## src/rtl/lfsr_pkg.sv

```systemverilog
// lfsr_pkg: shared types and helpers for the lfsr_stream generator.
//   lfsr_mode_e   - feedback structure (FIBONACCI / GALOIS)
//   lock_state_e  - lockup FSM states (RUN / LOCKED / RECOVER)
//   width_ok()    - legal state width check (3..32)
//   steps_ok()    - legal shifts-per-advance check (1..WIDTH)
//   max_taps()    - maximal-length tap mask for widths 3..32, bit i set means
//                   state bit i participates in the feedback
package lfsr_pkg;

  typedef enum logic {
    FIBONACCI = 1'b0,
    GALOIS    = 1'b1
  } lfsr_mode_e;

  typedef enum logic [1:0] {
    RUN     = 2'd0,
    LOCKED  = 2'd1,
    RECOVER = 2'd2
  } lock_state_e;

  localparam int MIN_WIDTH = 3;
  localparam int MAX_WIDTH = 32;

  function automatic bit width_ok(input int w);
    return (w >= MIN_WIDTH) && (w <= MAX_WIDTH);
  endfunction

  function automatic bit steps_ok(input int s, input int w);
    return (s >= 1) && (s <= w);
  endfunction

  // Tap positions in the usual 1-based polynomial notation (x^n -> bit n-1).
  function automatic logic [31:0] tap_bit(input int n);
    return 32'd1 << (n - 1);
  endfunction

  function automatic logic [31:0] max_taps(input int width);
    logic [31:0] t;
    case (width)
      3:       t = tap_bit(3)  | tap_bit(2);
      4:       t = tap_bit(4)  | tap_bit(3);
      5:       t = tap_bit(5)  | tap_bit(3);
      6:       t = tap_bit(6)  | tap_bit(5);
      7:       t = tap_bit(7)  | tap_bit(6);
      8:       t = tap_bit(8)  | tap_bit(6)  | tap_bit(5) | tap_bit(4);
      9:       t = tap_bit(9)  | tap_bit(5);
      10:      t = tap_bit(10) | tap_bit(7);
      11:      t = tap_bit(11) | tap_bit(9);
      12:      t = tap_bit(12) | tap_bit(6)  | tap_bit(4) | tap_bit(1);
      13:      t = tap_bit(13) | tap_bit(4)  | tap_bit(3) | tap_bit(1);
      14:      t = tap_bit(14) | tap_bit(5)  | tap_bit(3) | tap_bit(1);
      15:      t = tap_bit(15) | tap_bit(14);
      16:      t = tap_bit(16) | tap_bit(15) | tap_bit(13) | tap_bit(4);
      17:      t = tap_bit(17) | tap_bit(14);
      18:      t = tap_bit(18) | tap_bit(11);
      19:      t = tap_bit(19) | tap_bit(6)  | tap_bit(2) | tap_bit(1);
      20:      t = tap_bit(20) | tap_bit(17);
      21:      t = tap_bit(21) | tap_bit(19);
      22:      t = tap_bit(22) | tap_bit(21);
      23:      t = tap_bit(23) | tap_bit(18);
      24:      t = tap_bit(24) | tap_bit(23) | tap_bit(22) | tap_bit(17);
      25:      t = tap_bit(25) | tap_bit(22);
      26:      t = tap_bit(26) | tap_bit(6)  | tap_bit(2) | tap_bit(1);
      27:      t = tap_bit(27) | tap_bit(5)  | tap_bit(2) | tap_bit(1);
      28:      t = tap_bit(28) | tap_bit(25);
      29:      t = tap_bit(29) | tap_bit(27);
      30:      t = tap_bit(30) | tap_bit(6)  | tap_bit(4) | tap_bit(1);
      31:      t = tap_bit(31) | tap_bit(28);
      32:      t = tap_bit(32) | tap_bit(22) | tap_bit(2) | tap_bit(1);
      default: t = '0;
    endcase
    return t;
  endfunction

endpackage

```

## src/rtl/lfsr_step.sv

```systemverilog
// lfsr_step: one combinational LFSR shift.
//   i_state  [WIDTH] current state
//   i_taps   [WIDTH] tap mask (bit i set = state bit i participates)
//   i_mode           FIBONACCI: shift left, feed XOR of tapped bits into bit 0
//                    GALOIS:    shift left, XOR taps in when the MSB falls out
//   o_state  [WIDTH] state after one shift
module lfsr_step
  import lfsr_pkg::*;
#(
  parameter int WIDTH = 10
) (
  input  logic [WIDTH-1:0] i_state,
  input  logic [WIDTH-1:0] i_taps,
  input  lfsr_mode_e       i_mode,
  output logic [WIDTH-1:0] o_state
);

  logic             w_fb;
  logic [WIDTH-1:0] w_shift;

  assign w_fb    = ^(i_state & i_taps);
  assign w_shift = {i_state[WIDTH-2:0], 1'b0};

  always_comb begin
    if (i_mode == GALOIS) begin
      o_state = w_shift ^ (i_state[WIDTH-1] ? i_taps : '0);
    end else begin
      o_state = {i_state[WIDTH-2:0], w_fb};
    end
  end

endmodule

```

## src/rtl/lfsr_stream.sv

```systemverilog
// lfsr_stream: runtime-configurable LFSR presented as a valid/ready stream.
//   clk, rst_n        clock (rising edge), asynchronous active-low reset
//   en                run enable; out_valid is low while en is low
//   seed_load/_data   load state and seed register (advance that cycle dropped)
//   taps_we/_data     load the tap mask (the advance that cycle uses old taps)
//   out_valid/_ready  stream handshake; out_data is the current state
//   wrap              one-cycle pulse when an advance returns to the seed
//   period            beats between the last two wraps (0 until first wrap)
//   lockup            state is all-zero
module lfsr_stream
  import lfsr_pkg::*;
#(
  parameter int               WIDTH        = 10,
  parameter logic [WIDTH-1:0] DEF_TAPS     = 10'h3FC,
  parameter int               MODE         = 0,
  parameter int               STEPS        = 1,
  parameter logic [WIDTH-1:0] RESET_SEED   = WIDTH'(1),
  parameter bit               AUTO_RECOVER = 1'b1
) (
  input  logic             clk,
  input  logic             rst_n,
  input  logic             en,
  input  logic             seed_load,
  input  logic [WIDTH-1:0] seed_data,
  input  logic             taps_we,
  input  logic [WIDTH-1:0] taps_data,
  output logic             out_valid,
  input  logic             out_ready,
  output logic [WIDTH-1:0] out_data,
  output logic             wrap,
  output logic [WIDTH-1:0] period,
  output logic             lockup
);

  if (!width_ok(WIDTH)) begin : g_bad_width
    $error("lfsr_stream: WIDTH must be within 3..32");
  end
  if (!steps_ok(STEPS, WIDTH)) begin : g_bad_steps
    $error("lfsr_stream: STEPS must be within 1..WIDTH");
  end
  if (RESET_SEED == '0) begin : g_bad_seed
    $error("lfsr_stream: RESET_SEED must be nonzero");
  end

  localparam lfsr_mode_e LP_MODE = (MODE == 1) ? GALOIS : FIBONACCI;

  logic [WIDTH-1:0] r_state, r_seed, r_taps, r_cnt, r_period;
  logic             r_wrap;
  lock_state_e      r_lock, w_lock_nxt;

  logic [WIDTH-1:0] w_state_nxt, w_seed_nxt, w_cnt_nxt, w_period_nxt;
  logic             w_wrap_nxt, w_fire;
  logic [WIDTH-1:0] w_adv;

  // STEPS single shifts chained within one cycle.
  for (genvar g = 0; g < STEPS; g++) begin : g_step
    logic [WIDTH-1:0] w_in, w_out;
    if (g == 0) begin : g_first
      assign w_in = r_state;
    end else begin : g_next
      assign w_in = g_step[g-1].w_out;
    end
    lfsr_step #(.WIDTH(WIDTH)) u_step (
      .i_state (w_in),
      .i_taps  (r_taps),
      .i_mode  (LP_MODE),
      .o_state (w_out)
    );
  end
  assign w_adv = g_step[STEPS-1].w_out;

  // rst_n gates valid directly so it drops the moment reset is applied.
  assign out_valid = en & rst_n & (r_lock == RUN);
  assign w_fire    = out_valid & out_ready;

  always_comb begin
    w_state_nxt  = r_state;
    w_seed_nxt   = r_seed;
    w_cnt_nxt    = r_cnt;
    w_period_nxt = r_period;
    w_wrap_nxt   = 1'b0;
    // An explicit seed load wins over automatic recovery and over advancing.
    if (seed_load) begin
      w_state_nxt = seed_data;
      w_seed_nxt  = seed_data;
      w_cnt_nxt   = '0;
    end else if (r_lock == RECOVER) begin
      w_state_nxt = RESET_SEED;
      w_seed_nxt  = RESET_SEED;
      w_cnt_nxt   = '0;
    end else if (w_fire) begin
      w_state_nxt = w_adv;
      if (w_adv == r_seed) begin
        w_wrap_nxt   = 1'b1;
        w_period_nxt = r_cnt + WIDTH'(1);
        w_cnt_nxt    = '0;
      end else begin
        w_cnt_nxt = r_cnt + WIDTH'(1);
      end
    end
    // Lockup tracks the state register: the FSM leaves RUN whenever the state
    // about to be stored is all-zero, and returns once it is nonzero again.
    w_lock_nxt = RUN;
    if (w_state_nxt == '0) begin
      w_lock_nxt = AUTO_RECOVER ? RECOVER : LOCKED;
    end
  end

  always_ff @(posedge clk or negedge rst_n) begin
    if (!rst_n) begin
      r_lock <= RUN;
    end else begin
      r_lock <= w_lock_nxt;
    end
  end

  always_ff @(posedge clk or negedge rst_n) begin
    if (!rst_n) begin
      r_state  <= RESET_SEED;
      r_seed   <= RESET_SEED;
      r_taps   <= DEF_TAPS;
      r_cnt    <= '0;
      r_period <= '0;
      r_wrap   <= 1'b0;
    end else begin
      r_state  <= w_state_nxt;
      r_seed   <= w_seed_nxt;
      r_cnt    <= w_cnt_nxt;
      r_period <= w_period_nxt;
      r_wrap   <= w_wrap_nxt;
      if (taps_we) begin
        r_taps <= taps_data;
      end
    end
  end

  assign out_data = r_state;
  assign wrap     = r_wrap;
  assign period   = r_period;
  assign lockup   = (r_lock != RUN);

endmodule

```

## config.mk

```make
export PLATFORM = sky130hd
export DESIGN_NAME = lfsr_stream
export DESIGN_NICKNAME = d
export VERILOG_FILES = /design/src/rtl/lfsr_pkg.sv /design/src/rtl/lfsr_step.sv /design/src/rtl/lfsr_stream.sv
export SDC_FILE = /design/constraint.sdc
export NUM_CORES = 1
export LEC_CHECK = 0
export ABC_AREA = 1
export CORE_ASPECT_RATIO = 0.7
export CORE_MARGIN = 8
export CORE_UTILIZATION = 42
export CTS_CLUSTER_DIAMETER = 150
export DETAILED_ROUTE_END_ITERATION = 16
export GPL_TIMING_DRIVEN = 1
export PLACE_DENSITY_LB_ADDON = 0.1
export SYNTH_ARGS = -nofsm -noshare
export SYNTH_HDL_FRONTEND = slang
export SYNTH_SLANG_ARGS = --single-unit
export TNS_END_PERCENT = 5
```

## constraint.sdc

```tcl
create_clock -name clk -period 2 [get_ports clk]
set_input_delay 0.5 -clock clk [delete_from_list [all_inputs] [get_ports clk]]
set_output_delay 0.5 -clock clk [all_outputs]
set_load 0.05 [all_outputs]
```

==> flow_metrics.py, run 1 <==
metrics = {
    "timing": {
        "period_share_pct": 97.0,
        "whs_ns": 0.314,
        "fmaxAchievable_mhz": 516,
        "slew_headroom_pct": 55.9,
        "min_period_ns": 1.94,
        "grt_setup_unrepaired": "yes",
        "report.final.slew_viol_count": 0,
        "setup-violations-final": 0,
        "worst_pin_slew_ns": 0.661,
        "hold_viol": 0,
        "clock_skew_ns": 0.00841,
    },
    "route": {
        "first_pass_iters": 4,
        "drt-total-wl_mm": 6.80,
        "via_count": 2372,
        "drt-initial-drc-count": 186,
        "routedWlPerCell_microns": 13.9,
        "post_drt_via_cell_ratio": 4.86,
        "drc": 0,
        "ant_nets": 0,
    },
    "clocking": {
        "htreeDepth": 2,
        "clk_latency_ns": 0.31,
        "holdBufCountCts": 0,
        "clockBufferDepth": 2,
        "clock_sinks": 52,
        "cts_root_buf": "clkbuf_8",
        "postCtsSetupRepairBufs": 0,
        "clk_pin_slew_ns": 0.09,
        "post_cts_resize_count": 0,
        "cts_tree": "done",
        "cts_buffers": 5,
    },
    "grt": {
        "top_usage_layer": "met1",
        "grt_remaining_overflow": 0,
        "grt_max_degree": 53,
        "use_met1_pct": 22.4,
        "first_global_vias": 2358,
        "use_met3_pct": 4.26,
        "antenna_found_initial": 0,
        "grt_pass1_wl_mm": 11.4,
        "met2_usage_pct": 20.3,
        "grt_usage_pct": 15.1,
    },
    "job": {
        "maxCapViolCount": 0,
    },
    "min_path": {
        "hp-class": "input port to async pin",
    },
    "power": {
        "ir_drop_uv": 299,
        "p_clk_share_pct": 26.4,
        "seqPwrFrac_pct": 48.5,
        "p_leak_nw": 1.93,
        "power_mw": 2.43,
        "power_switching_uw": 781,
        "p_int_mw": 1.65,
        "combinationalPowerShare_pct": 25.1,
        "p_sw_share_pct": 32.1,
        "powerDensity_mw_per_mm2": 696,
    },
    "floorplan": {
        "rows": 24,
        "die_width_microns": 112,
        "die_y_microns": 82.9,
        "io_pins": 49,
        "start_util_pct": 43.1,
        "die_area_sq_mm": 0.00924,
        "placeableCoreArea_sq_mm": 0.00622,
    },
    "cells_and_area": {
        "regArea_sq_mm": 0.00132,
        "insertedDiodeCount": 0,
        "final_core_util_pct": 56.3,
        "final_cells": 488,
        "nFillCells": 599,
        "multi_input_area_sq_mm": 0.00119,
        "nets": 436,
        "area.growth.synth_to_final_pct": 30.5,
        "drive_gt1_share_pct": 22.2,
    },
    "worst_setup_path": {
        "worstPathCellList": "clkdlybuf4s50_1",
        "regToRegSetupSlack_ns": 0.14,
        "critPathBufInv": 1,
        "r2r_end": "period[5]$_DFFE_PN0P_",
        "critPathRequiredTime_ns": 1.50,
        "slowest_stage": "clkdlybuf4s50_1",
        "worst_setup_path_end_kind": "output pin",
        "worstPathArrival_ns": 1.44,
        "r2r-start": "out_data[2]$_DFF_PN0_",
        "setup.worst_path.class": "flop to output pin",
        "cp-start-kind": "flop",
        "r2r_cells": 14,
        "crit_family": "buffers and inverters",
        "crit_fanout": 1,
        "cp_slowest_stage_delay_ns": 0.80,
    },
    "synthesis": {
        "synth_common_cells": "nand2_1 (124), inv_1 (49), dfrtp_1 (42)",
        "async_flop_share_pct": 100,
        "postSynthCellCount": 337,
        "synth_cell_types": 24,
        "yosysWarnings": 0,
        "synth_top_area_share_pct": 39.2,
        "netlist_area_sq_mm": 0.00268,
        "synth-edff-count": 0,
        "yosysMostFrequentCell": "nand2_1",
        "ys_seq_area_share_pct": 49.0,
        "yosys_most_used_dff": "dfrtp_1",
        "syn_area_per_cell_sq_um": 7.96,
        "synth_fp_nets": 364,
        "yosys.area.top_type": "dfrtp_1",
        "synth.area.top_cells": "dfrtp_1 (39%), nand2_1 (17%), dfstp_2 (9.8%)",
        "synth_seq_cells": 52,
    },
    "place": {
        "placedCellCount": 478,
        "io_buffers": 48,
        "hpwl_mm": 5.20,
        "gp_congestion": 0.885,
    },
    "status": {
        "status": "completed",
    },
}
[registers in the layout, summed over array words and instances (netlist names)]
register,count
out_data,10
period,10
r_cnt,10
r_lock,1
r_seed,10
r_taps,10
wrap,1
[cells by family (layout without fill, tap and decap cells)]
logic type | count (synthesis) | after routing | share of synthesized area [%]
buffers and inverters | 57 | 128 | 8.59
multiplexers | 10 | 10 | 4.20
AND/OR/NAND/NOR | 184 | 186 | 29.9
XOR/XNOR | 12 | 12 | 3.92
AO/OA/AOI/OAI | 21 | 21 | 3.97
adder cells (fa/ha/maj) | 1 | 1 | 0.467
flip-flops | 52 | 52 | 49.0
[final cells by class]
| class | count | area share [%] |
|---|---|---|
| Timing Repair Buffer | 71 | 17.7 |
| Inverter | 49 | 5.26 |
| Clock buffer | 6 | 2.36 |
| Clock inverter | 2 | 0.393 |
| Tap cell | 78 | 2.79 |
| Multi-Input combinational cell | 230 | 33.9 |
| Sequential cell | 52 | 37.6 |
[through the flow]
stage	TNS (ns)	area, sq um	setup slack, ns
2_1_floorplan	0	2690	0.0713
3_3_place_gp	-1.17	3360	-0.109
3_5_place_dp	-1.93	3360	-0.148
4_1_cts	0	3450	0.0276
5_1_grt	-0.252	3500	-0.0353
6_report	0	3500	0.0604
[worst max path at each step]
| stage | from | to | slack (ns) | cells after the start |
|---|---|---|---|---|
| after floorplan | r_lock[1]$_DFF_PN0_ | period[2]$_DFFE_PN0P_ | 0.07 | 6 |
| after global placement | en | period[1]$_DFFE_PN0P_ | -0.11 | 8 |
| after detailed placement | en | period[5]$_DFFE_PN0P_ | -0.15 | 8 |
| after CTS | out_data[3]$_DFF_PN0_ | period[5]$_DFFE_PN0P_ | 0.03 | 14 |
| after global routing | r_taps[6]$_DFFE_PN1P_ | r_cnt[6]$_DFFE_PN0P_ | -0.04 | 14 |
| final | wrap$_DFF_PN0_ | wrap | 0.06 | 1 |
[metal layers]
layer	routed length [microns]	vias to the layer above
met5	0	-
li1	-	1203
met4	28	0
met3	530	2
met2	2700	81
met1	3540	1086
[power by group through the flow]
stage / registers (mW) / clock network, mW / logic, mW
3_5_place_dp: 1.20 / 0 / 0.580
3_3_place_gp: 1.20 / 0 / 0.571
5_1_grt: 1.19 / 0.706 / 0.680
6_report: 1.18 / 0.642 / 0.611
4_1_cts: 1.18 / 0.664 / 0.582
2_1_floorplan: 1.27 / 0 / 0.285
[layout by cell type, fill, tap and decap left out, types with 2 or more instances in the layout]
master and count:
dfstp_2 10, nand2_1 123, xnor2_1 7, clkdlybuf4s50_1 25, a21oi_1 7, buf_4 43, buf_12 2, nor2_1 13
nand2_2 6, nand3_2 4, inv_1 49, nor3_1 2, xor2_1 5, nand3_1 16, dfrtp_1 40, o21ai_0 13
nand4_1 16, dfrtp_2 2, nand2_4 2, mux2_2 10, clkbuf_8 6
Note: power is estimated with default switching activity, not from simulation.
==> run 2: changes to the inputs <==
--- a/config.mk
+++ b/config.mk
@@ -12,6 +12,7 @@
 export CTS_CLUSTER_DIAMETER = 150
 export DETAILED_ROUTE_END_ITERATION = 16
 export GPL_TIMING_DRIVEN = 1
+export MAX_ROUTING_LAYER = met4
 export PLACE_DENSITY_LB_ADDON = 0.1
 export SYNTH_ARGS = -nofsm -noshare
 export SYNTH_HDL_FRONTEND = slang
==> flow_metrics.py, run 2 (synthesis results as in run 1) <==
metrics = {
    "clocking": {
        "clk_pin_slew_ns": 0.10,
        "cts_tree": "done",
        "cts_buffers": 5,
        "clockBufferDepth": 2,
        "cts_root_buf": "clkbuf_8",
        "clk_latency_ns": 0.31,
        "clock_sinks": 52,
        "postCtsSetupRepairBufs": 0,
        "htreeDepth": 2,
    },
    "floorplan": {
        "io_pins": 49,
        "die_width_microns": 112,
        "rows": 24,
        "start_util_pct": 43.1,
        "die_y_microns": 82.9,
        "die_area_sq_mm": 0.00924,
        "placeableCoreArea_sq_mm": 0.00622,
    },
    "power": {
        "p_leak_nw": 1.93,
        "seqPwrFrac_pct": 48.5,
        "p_int_mw": 1.65,
        "ir_drop_uv": 301,
        "combinationalPowerShare_pct": 25.1,
        "power_switching_uw": 785,
        "p_clk_share_pct": 26.5,
        "power_mw": 2.44,
        "p_sw_share_pct": 32.2,
        "powerDensity_mw_per_mm2": 697,
    },
    "grt": {
        "use_met1_pct": 22.7,
        "met2_usage_pct": 20.3,
        "grt_max_degree": 53,
        "antenna_found_initial": 0,
        "top_usage_layer": "met1",
        "grt_pass1_wl_mm": 11.4,
        "grt_usage_pct": 15.5,
        "first_global_vias": 2349,
        "grt_remaining_overflow": 0,
        "use_met3_pct": 3.83,
    },
    "timing": {
        "worst_slack_ns": 0.0595,
        "whs_ns": 0.314,
        "fmaxAchievable_mhz": 515,
        "report.final.slew_viol_count": 0,
        "slew_headroom_pct": 56.3,
        "hold_viol": 0,
        "setup-violations-final": 0,
        "clock_skew_ns": 0.00902,
        "fin_setup_tns_ns": 0,
        "period_share_pct": 97.0,
        "min_period_ns": 1.94,
        "grt_setup_unrepaired": "yes",
        "worst_pin_slew_ns": 0.655,
    },
    "route": {
        "post_drt_via_cell_ratio": 4.84,
        "first_pass_iters": 4,
        "drt-total-wl_mm": 6.81,
        "via_count": 2361,
        "drt-initial-drc-count": 186,
        "drc": 0,
        "routedWlPerCell_microns": 14.0,
        "ant_nets": 0,
    },
    "place": {
        "placedCellCount": 478,
        "io_buffers": 48,
        "gp_congestion": 0.899,
        "place_area_sq_mm": 0.00336,
        "hpwl_mm": 5.20,
        "place_ws_ns": -0.148,
    },
    "cells_and_area": {
        "layout_commonest_cell": "nand2_1",
        "area.growth.synth_to_final_pct": 30.5,
        "drive_gt1_share_pct": 22.2,
        "insertedDiodeCount": 0,
        "final_cell_mix": "nand2_1 (123), inv_1 (49), buf_4 (43), dfrtp_1 (40), clkdlybuf4s50_1 (25)",
        "nets": 436,
        "final_core_util_pct": 56.3,
        "final_cells": 488,
        "final_cell_area_sq_mm": 0.00350,
    },
    "worst_setup_path": {
        "cp-start-kind": "flop",
        "critPathBufInv": 1,
        "worstPathCellList": "clkdlybuf4s50_1",
        "setup.worst_path.class": "flop to output pin",
        "cp_slowest_stage_delay_ns": 0.80,
        "slowest_stage": "clkdlybuf4s50_1",
        "critPathRequiredTime_ns": 1.50,
        "worstPathArrival_ns": 1.44,
        "crit_family": "buffers and inverters",
        "crit_fanout": 1,
        "worst_setup_path_end_kind": "output pin",
    },
    "status": {
        "status": "completed",
    },
    "min_path": {
        "hp-class": "input port to async pin",
    },
    "job": {
        "maxCapViolCount": 0,
    },
}
[run 2: cell counts in the layout (fill, tap and decap cells not counted)]
Identical to the previous run, type by type.
[run 2: power groups by stage]
stage               clock network [mW]  logic [mW]  registers (mW)
CTS                              0.664       0.582            1.18
detailed placement                   0       0.580            1.20
global route                     0.706       0.680            1.19
global placement                     0       0.571            1.20
finish                           0.645       0.611            1.18
floorplan                            0       0.285            1.27
[run 2: metal layers]
layer	wire length, microns	up-vias
li1	-	1201
met4	61	0
met2	2670	65
met3	394	5
met1	3680	1090
met5	0	-
[run 2: final timing paths]
path                                  startpoint                    end  slack [ns]  depth (start not counted)
setup / recovery                  wrap$_DFF_PN0_                   wrap        0.06                          1
hold / removal                             rst_n  r_seed[4]$_DFFE_PN0N_        0.31                          2
setup reg to reg           out_data[2]$_DFF_PN0_  period[5]$_DFFE_PN0P_        0.14                         14
hold reg to reg            period[2]$_DFFE_PN0P_  period[2]$_DFFE_PN0P_        0.48                          2
max in group asynchronous                  rst_n  out_data[7]$_DFF_PN0_        1.21                          2
min in group clk           period[2]$_DFFE_PN0P_  period[2]$_DFFE_PN0P_        0.48                          2
[run 2: cell type report]
type,instances,area (sq um)
clock inverters,2,13.8
inverters,49,184
well taps,78,97.6
repair buffers,71,618
fillers,599,2720
flip-flops and latches,52,1320
clock buffers,6,82.6
multi-input cells,230,1190
[run 2: timing repair]
action / in CTS / in global routing
setup endpoints to repair: 0 / 21
resized for setup: 0 / 7
hold buffers: 0 / 0
==> run 3: changes to the inputs <==
--- a/config.mk
+++ b/config.mk
@@ -6,12 +6,12 @@
 export NUM_CORES = 1
 export LEC_CHECK = 0
 export ABC_AREA = 1
-export CORE_ASPECT_RATIO = 0.7
+export CORE_ASPECT_RATIO = 2
 export CORE_MARGIN = 8
 export CORE_UTILIZATION = 42
 export CTS_CLUSTER_DIAMETER = 150
 export DETAILED_ROUTE_END_ITERATION = 16
-export GPL_TIMING_DRIVEN = 1
+export GPL_TIMING_DRIVEN = 0
 export MAX_ROUTING_LAYER = met4
 export PLACE_DENSITY_LB_ADDON = 0.1
 export SYNTH_ARGS = -nofsm -noshare
==> flow_metrics.py, run 3 (synthesis results as in run 1) <==
metrics = {
    "worst_setup_path": {
        "setup.worst_path.class": "input port to output pin",
        "cp-start-kind": "input port",
        "worstPathArrival_ns": 1.47,
        "worst_setup_path_end_kind": "output pin",
        "crit_fanout": 3,
        "critPathRequiredTime_ns": 1.50,
    },
    "power": {
        "powerDensity_mw_per_mm2": 782,
        "ir_drop_uv": 598,
        "p_sw_share_pct": 29.6,
        "seqPwrFrac_pct": 43.3,
        "p_clk_share_pct": 36.0,
        "power_switching_uw": 809,
        "p_leak_nw": 1.88,
        "p_int_mw": 1.92,
        "power_mw": 2.73,
        "combinationalPowerShare_pct": 20.7,
    },
    "route": {
        "drc": 0,
        "ant_nets": 0,
        "drt-initial-drc-count": 70,
        "first_pass_iters": 4,
        "post_drt_via_cell_ratio": 4.84,
        "via_count": 2330,
        "drt-total-wl_mm": 7.11,
        "routedWlPerCell_microns": 14.8,
    },
    "timing": {
        "report.final.slew_viol_count": 0,
        "setup-violations-final": 0,
        "period_share_pct": 98.7,
        "min_period_ns": 1.97,
        "clock_skew_ns": 0.00694,
        "hold_viol": 0,
        "grt_setup_unrepaired": "yes",
        "slew_headroom_pct": 61.0,
        "worst_pin_slew_ns": 0.585,
        "fmaxAchievable_mhz": 506,
        "whs_ns": 0.0652,
    },
    "floorplan": {
        "rows": 41,
        "start_util_pct": 42.8,
        "die_area_sq_mm": 0.00935,
        "placeableCoreArea_sq_mm": 0.00626,
        "die_width_microns": 72.5,
        "io_pins": 49,
        "die_y_microns": 129,
    },
    "grt": {
        "grt_max_degree": 37,
        "grt_remaining_overflow": 0,
        "first_global_vias": 2534,
        "antenna_found_initial": 0,
        "grt_usage_pct": 16.2,
        "grt_pass1_wl_mm": 11.4,
    },
    "clocking": {
        "clock_sinks": 52,
        "cts_root_buf": "clkbuf_16",
        "clk_latency_ns": 0.30,
        "clockBufferDepth": 2,
        "cts_buffers": 5,
        "holdBufCountCts": 0,
        "htreeDepth": 2,
        "clk_pin_slew_ns": 0.07,
        "cts_tree": "done",
    },
    "cells_and_area": {
        "drive_gt1_share_pct": 14.2,
        "nets": 421,
        "final_cell_mix": "nand2_1 (123), inv_1 (49), dfrtp_1 (42), clkdlybuf4s50_1 (34)",
        "insertedDiodeCount": 0,
        "area.growth.synth_to_final_pct": 30.3,
        "layout_commonest_cell": "nand2_1",
    },
    "min_path": {
        "hp-class": "input port to async pin",
    },
    "place": {
        "hpwl_mm": 5.29,
        "gp_congestion": 0.877,
        "io_buffers": 47,
    },
    "job": {
        "maxCapViolCount": 0,
    },
    "status": {
        "status": "completed",
    },
}
==> run 3: cell types whose count changed in the layout (fill, tap and decap cells not counted), moves of 2 or more <==
cell and delta:
buf_6 +3, buf_2 +2, buf_4 -40, nor2_2 +2, nor2_1 -2, clkbuf_16 +5
clkbuf_2 +2, dfrtp_1 +2, clkdlybuf4s50_1 +9, clkbuf_8 -6, dlygate4sd2_1 +11, dfrtp_2 -2
==> run 3: metrics by stage <==
stage / util (%) / instances / TNS (ns) / setup WS [ns] / instance area, sq um
after CTS: 55.1 / 479 / -0.0159 / -0.0159 / 3450
final: 55.8 / 481 / 0 / 0.0250 / 3490
after floorplan: - / 337 / 0 / 0.0713 / 2690
after detailed placement: 52.4 / 471 / -15.26 / -0.684 / 3280
after global routing: 55.8 / 481 / -0.653 / -0.0545 / 3490
after global placement: 52.2 / 470 / -138.56 / -2.66 / 3270
==> run 3: area by class of cell <==
cell class,instances,area [sq um]
Timing Repair Buffer,50,488
Fill cell,610,2760
Clock inverter,3,42.5
Sequential cell,52,1310
Clock buffer,5,125
Tap cell,86,108
Multi-Input combinational cell,228,1180
Buffer,8,53.8
Inverter,49,184
==> run 3: repair_timing <==
| action | in CTS | in global routing |
|---|---|---|
| gates resized for setup | 23 | 9 |
| gates cloned | 0 | 1 |
| setup buffers | 0 | 1 |
| endpoints found under the hold margin | 0 | 0 |
| setup endpoints to repair | 33 | 21 |
| pin swaps | 0 | 1 |
==> run 3: final timing paths <==
| path | startpoint | to | slack, ns | cells past startpoint |
|---|---|---|---|---|
| worst max-delay path | en | out_valid | 0.03 | 4 |
| worst min-delay path | rst_n | out_data[8]$_DFF_PN0_ | 0.07 | 1 |
| worst max register to register | out_data[0]$_DFF_PN1_ | period[2]$_DFFE_PN0P_ | 0.08 | 7 |
| worst min register to register | period[3]$_DFFE_PN0P_ | period[3]$_DFFE_PN0P_ | 0.48 | 2 |
| max in group asynchronous | rst_n | r_taps[3]$_DFFE_PN1P_ | 1.39 | 2 |
| min in group clk | period[3]$_DFFE_PN0P_ | period[3]$_DFFE_PN0P_ | 0.48 | 2 |
==> run 3: worst max-delay path: stages <==
cell	delay [ns]
clkdlybuf4s50_1	0.46
nand2_1	0.08
nor2_4	0.15
buf_2	0.29
==> run 3: power groups by stage <==
stage / Clock (mW) / Sequential, mW / Combinational [mW]
after floorplan: 0 / 1.27 / 0.285
after global placement: 0 / 1.20 / 0.545
after detailed placement: 0 / 1.21 / 0.558
after CTS: 1.01 / 1.19 / 0.548
after global routing: 1.05 / 1.19 / 0.620
final: 0.983 / 1.18 / 0.565
==> run 3: routing by layer <==
metal | share of wire, % | GRT usage [%]
met5 | 0 | -
met4 | 3.4 | 7.72
met3 | 4.2 | 3.74
met2 | 56 | 29.7
met1 | 36 | 15.3
==> variant 1 (settings of run 1) <==
The 3 states of `lock_state_e` get a one-hot encoding in 3 bits.
--- a/src/rtl/lfsr_pkg.sv
+++ b/src/rtl/lfsr_pkg.sv
@@ -12,10 +12,10 @@
     GALOIS    = 1'b1
   } lfsr_mode_e;
 
-  typedef enum logic [1:0] {
-    RUN     = 2'd0,
-    LOCKED  = 2'd1,
-    RECOVER = 2'd2
+  typedef enum logic [2:0] {
+    RUN     = 3'b001,
+    LOCKED  = 3'b010,
+    RECOVER = 3'b100
   } lock_state_e;
 
   localparam int MIN_WIDTH = 3;
Function: same outputs for any inputs over 4 cycles, from zero or initial values and one cycle with rst_n low; so few cycles prove little.
==> variant 1 against run 1 <==
Area after synthesis grew 4.0%; routed wire length grew 7.1%; clock power grew 17%; via count rose by 1.9%; sequential cell count rose by 1; register-to-register slack got worse by 0.02 ns; count of clock-buffer cells in the layout rose by 1; largest power group unchanged; setup slack better by 0.012 ns; final area is 5.5% higher; highest routed layer unchanged; power rose by 8.4%.
==> variant 1: results (changes against run 1) <==
Status
  – Outcome: finished, final reports clean (unchanged)

Routing
  – Vias per cell: 4.77 (was 4.86)
  – Initial DRC Count: 204 (was 186)
  – Detailed Route WL: 7280 microns (was 6800 microns)

Power
  – Clk. pwr: 0.754 mW (was 0.642 mW)
  – Seq pwr share: 0.458 (was 0.485)
  – Peak supply drop: 0.332 mV (was 0.299 mV)
  – Leakage: 1.94 nW (was 1.93 nW)
  – NetSw: 0.806 mW (was 0.781 mW)

Placed design
  – Pre-CTS setup slack: -0.200 ns (was -0.148 ns)
  – RD Place Congestion: 0.810 (was 0.885)
  – Dpl hpwl: 5330 microns (was 5200 microns)
  – Post-DP Area: 0.00344 sq mm (was 0.00336 sq mm)

Logic synthesis
  – Synth Net Count: 365 (was 364)
  – Register area share after synthesis: 0.480 (was 0.490)
  – Synth cell count leaders: nand2_1, dfrtp_1, inv_1 (was nand2_1, inv_1, dfrtp_1)
  – Distinct cells, synth: 30 (was 24)
  – Synth Area per Inst: 8.25 sq um (was 7.96 sq um)

GRT
  – Total Routing Usage GR: 0.152 (was 0.151)
  – Vias in the first global route: 2338 (was 2358)
  – First-pass GRT wire length: 11600 microns (was 11400 microns)
  – Largest net degree at the start of global routing: 54 (was 53)

Cells and area
  – Multi-input combinational cell area: 0.00130 sq mm (was 0.00119 sq mm)
  – Fill cells: 618 (was 599)
  – Net count, final: 439 (was 436)
  – Layout Cells excl Fill: 507 (was 488)

Min path
  – HP Class: flop to flop (was input pin to asynchronous set/reset pin)

Critical path
  – Crit path from: en (was wrap$_DFF_PN0_)
  – CP max FO: 2 (was 1)
  – Max stage delay on crit path: 0.53 ns (was 0.80 ns)
  – Launch point of the worst reg-to-reg path: out_data[0]$_DFF_PN1_ (was out_data[2]$_DFF_PN0_)

STA
  – Skew final: 0.00737 ns (was 0.00841 ns)
  – Worst slew pin tran: 0.680 ns (was 0.661 ns)
## variant 1: cell count changes after synthesis, sizes merged, moves of 4 or more
cell and delta:
nand2 +5, clkinv +4, nand3 +6, o211ai +5, o21ai -8, inv -8
## variant 1: worst min-delay path, delay by kind of cell, from the launching register on
kind          cells  cell delay, ns
simple gates      2            0.10
flops             1            0.36
## variant 1: layer usage
metal / GRT usage / wire (microns) / part of all wire
met5: 0 / 0 / 0
met4: 0.0289 / 40 / 0.0055
met3: 0.0394 / 561 / 0.077
met2: 0.211 / 2950 / 0.40
met1: 0.229 / 3740 / 0.51
## variant 1: cell families (layout without fill, tap and decap cells)
group           count (synthesis)  count (layout)  share of synthesized area
simple gates                  191             193                      0.306
buf+inv                        54             127                     0.0821
flops                          53              53                      0.480
compound gates                 16              16                     0.0453
xor+xnor                       13              13                     0.0408
mux                            10              10                     0.0404
fa+ha+maj                       1               1                    0.00449
## variant 1: cell type report
class,count,area share
inverter,45,0.0458
tap,94,0.0319
sequential,53,0.364
timing repair buffer,74,0.175
multi-input combinational,233,0.353
clock buffer,7,0.0234
clock inverter,1,0.00814
## variant 1: timing repair
item,4_1_cts,5_1_grt
endpoints found under the setup margin,0,23
buffers inserted,0,6
hold endpoints to repair,0,0
resized for setup,0,15
## variant 1: worst paths after layout
kind / slack, ns / endpoint / cells after the start
setup / recovery: 0.07 / out_valid / 4
hold / removal: 0.48 / period[6]$_DFFE_PN0P_ / 2
setup reg to reg: 0.12 / period[7]$_DFFE_PN0P_ / 13
hold reg to reg: 0.48 / period[6]$_DFFE_PN0P_ / 2
max in group asynchronous: 0.99 / out_data[7]$_DFF_PN0_ / 3
min in group asynchronous: 0.53 / r_seed[6]$_DFFE_PN0N_ / 3
==> variant 2 (config.mk and constraints of run 1) <==
Without the edit above. `WIDTH` is set to 10 in 2 places; all go to 20.
--- a/src/rtl/lfsr_step.sv
+++ b/src/rtl/lfsr_step.sv
@@ -7,7 +7,7 @@
 module lfsr_step
   import lfsr_pkg::*;
 #(
-  parameter int WIDTH = 10
+  parameter int WIDTH = 20
 ) (
   input  logic [WIDTH-1:0] i_state,
   input  logic [WIDTH-1:0] i_taps,
--- a/src/rtl/lfsr_stream.sv
+++ b/src/rtl/lfsr_stream.sv
@@ -10,7 +10,7 @@
 module lfsr_stream
   import lfsr_pkg::*;
 #(
-  parameter int               WIDTH        = 10,
+  parameter int               WIDTH        = 20,
   parameter logic [WIDTH-1:0] DEF_TAPS     = 10'h3FC,
   parameter int               MODE         = 0,
   parameter int               STEPS        = 1,
Interface: changed (resized out_data, period, seed_data and taps_data); port bits go from 49 to 89. No check against the original RTL was run, so the function may have changed too.
==> variant 2 against run 1 <==
The flow now finishes with violations (setup timing); clock skew rose by 0.00085 ns; final area rose by 110%; first-iteration DRC count rose by 84%; routed wire length rose by 120%; setup slack got worse by 0.11 ns; critical path type is now flop to flop; count of clock-buffer cells in the layout rose by 3; cell count rose by 88%; sequential share of layout area fell by 1.8 points; power rose by 120%; largest power group unchanged; sequential cell count rose by 50; area after synthesis rose by 100%; critical endpoint is now period[18]$_DFFE_PN0P_.
==> variant 2: results (changes against run 1) <==
GRT
  – Largest net degree at the start of global routing: 103 (was 53)
  – Met3 Use GR: 0.0465 (was 0.0426)
  – Total Routing Usage GR: 0.178 (was 0.151)
  – Met1 usage: 0.270 (was 0.224)

STA
  – Rel. slew slack: 0.634 (was 0.559)
  – Skew final: 0.00926 ns (was 0.00841 ns)
  – Setup_tns: -0.558 ns (was 0 ns)
  – PnR worst setup slack: -0.0459 ns (was 0.0604 ns)
  – Final Setup Violations: 20 (was 0)

Routing
  – WL met1: 7550 microns (was 3540 microns)
  – Routed met3 length: 1170 microns (was 530 microns)
  – Initial DRT Pass Iterations: 7 (was 4)
  – Via count: 4692 (was 2372)
  – WL met2: 6010 microns (was 2700 microns)
  – Detailed Route WL: 14900 microns (was 6800 microns)

Clock network
  – Num CTS Buffers: 9 (was 5)
  – H-tree levels: 3 (was 2)
  – Worst-path clk slew: 0.07 ns (was 0.09 ns)
  – Clk Latency, worst-skew pair: 0.35 ns (was 0.31 ns)
  – CTS Root Cell: clkbuf_16 (was clkbuf_8)

Critical path
  – CP delay by family, top: simple AND/OR/NAND/NOR gates (was buffers and inverters)
  – Slowest cell on crit path: dfstp_2 (was clkdlybuf4s50_1)
  – CP max FO: 5 (was 1)
  – Crit path DAT: 2.28 ns (was 1.44 ns)
  – Max stage delay on crit path: 0.62 ns (was 0.80 ns)

Placed design
  – Pre-CTS setup slack: -0.364 ns (was -0.148 ns)
  – RD Place Congestion: 0.839 (was 0.885)
  – Port buffer count: 88 (was 48)
  – Dpl cells: 897 (was 478)
  – Dpl hpwl: 10600 microns (was 5200 microns)
  – Post-DP Area: 0.00665 sq mm (was 0.00336 sq mm)

Logic synthesis
  – Register area share after synthesis: 0.478 (was 0.490)
  – Top post-synthesis cells by area: dfrtp_1, nand2_1, dfstp_2 (unchanged)
  – Ys flop type: dfrtp_1 (unchanged)
  – Synth Area per Inst: 8.57 sq um (was 7.96 sq um)
  – Distinct cells, synth: 36 (was 24)
  – Synth cell count leaders: nand2_1, dfrtp_1, inv_1 (was nand2_1, inv_1, dfrtp_1)

Cells and area
  – Fill cells: 1127 (was 599)
  – Layout cells sized above 1: 0.300 (was 0.222)
  – Fin util: 0.578 (was 0.563)
  – Net count, final: 799 (was 436)

Power
  – Peak supply drop: 0.436 mV (was 0.299 mV)
  – Cell Int Power: 3.75 mW (was 1.65 mW)
  – Leakage: 3.60 nW (was 1.93 nW)

Status
  – Failing checks: setup timing
  – Outcome: complete, but fails checks (was finished, final reports clean)
## variant 2: area by class of cell
class,instances,area share
Tap cell,162,0.0281
Clock buffer,9,0.0313
Inverter,58,0.0302
Sequential cell,102,0.358
Timing Repair Buffer,139,0.181
Clock inverter,7,0.00886
Multi-Input combinational cell,442,0.363
## variant 2: worst paths after layout
check	start	endpoint	slack (ns)	cells past startpoint
hold reg to reg	period[7]$_DFFE_PN0P_	period[7]$_DFFE_PN0P_	0.47	2
min in group clk	period[7]$_DFFE_PN0P_	period[7]$_DFFE_PN0P_	0.47	2
hold / removal	rst_n	out_data[6]$_DFF_PN0_	0.23	2
setup / recovery	out_data[0]$_DFF_PN1_	period[18]$_DFFE_PN0P_	-0.05	14
max in group asynchronous	rst_n	out_data[17]$_DFF_PN0_	1.33	2
setup reg to reg	out_data[0]$_DFF_PN1_	period[18]$_DFFE_PN0P_	-0.05	14
## variant 2: cells by family (layout without fill, tap and decap cells)
group                      count (synthesis)  after routing  share of synthesized area
AOI/OAI and AO/OA                         46             46                     0.0558
xor gates and xnor gates                  43             43                     0.0744
adders and majority gates                  1              1                    0.00233
buffers and inverters                     82            213                     0.0679
DFF                                      102            102                      0.478
muxes                                     20             20                     0.0420
and+or+nand+nor                          332            332                      0.279
## variant 2: power groups by stage
stage	clock network [mW]	registers [mW]	logic (mW)
final	1.74	2.33	1.38
after global routing	1.86	2.34	1.50
after CTS	1.79	2.32	1.33
after detailed placement	0	2.36	1.32
after global placement	0	2.36	1.30
after floorplan	0	2.48	0.664
## variant 2: timing repair
item	CTS	global route
setup endpoints to repair	40	42
gates cloned	0	3
setup buffers	0	3
resized for setup	2	48
pin swaps	0	9
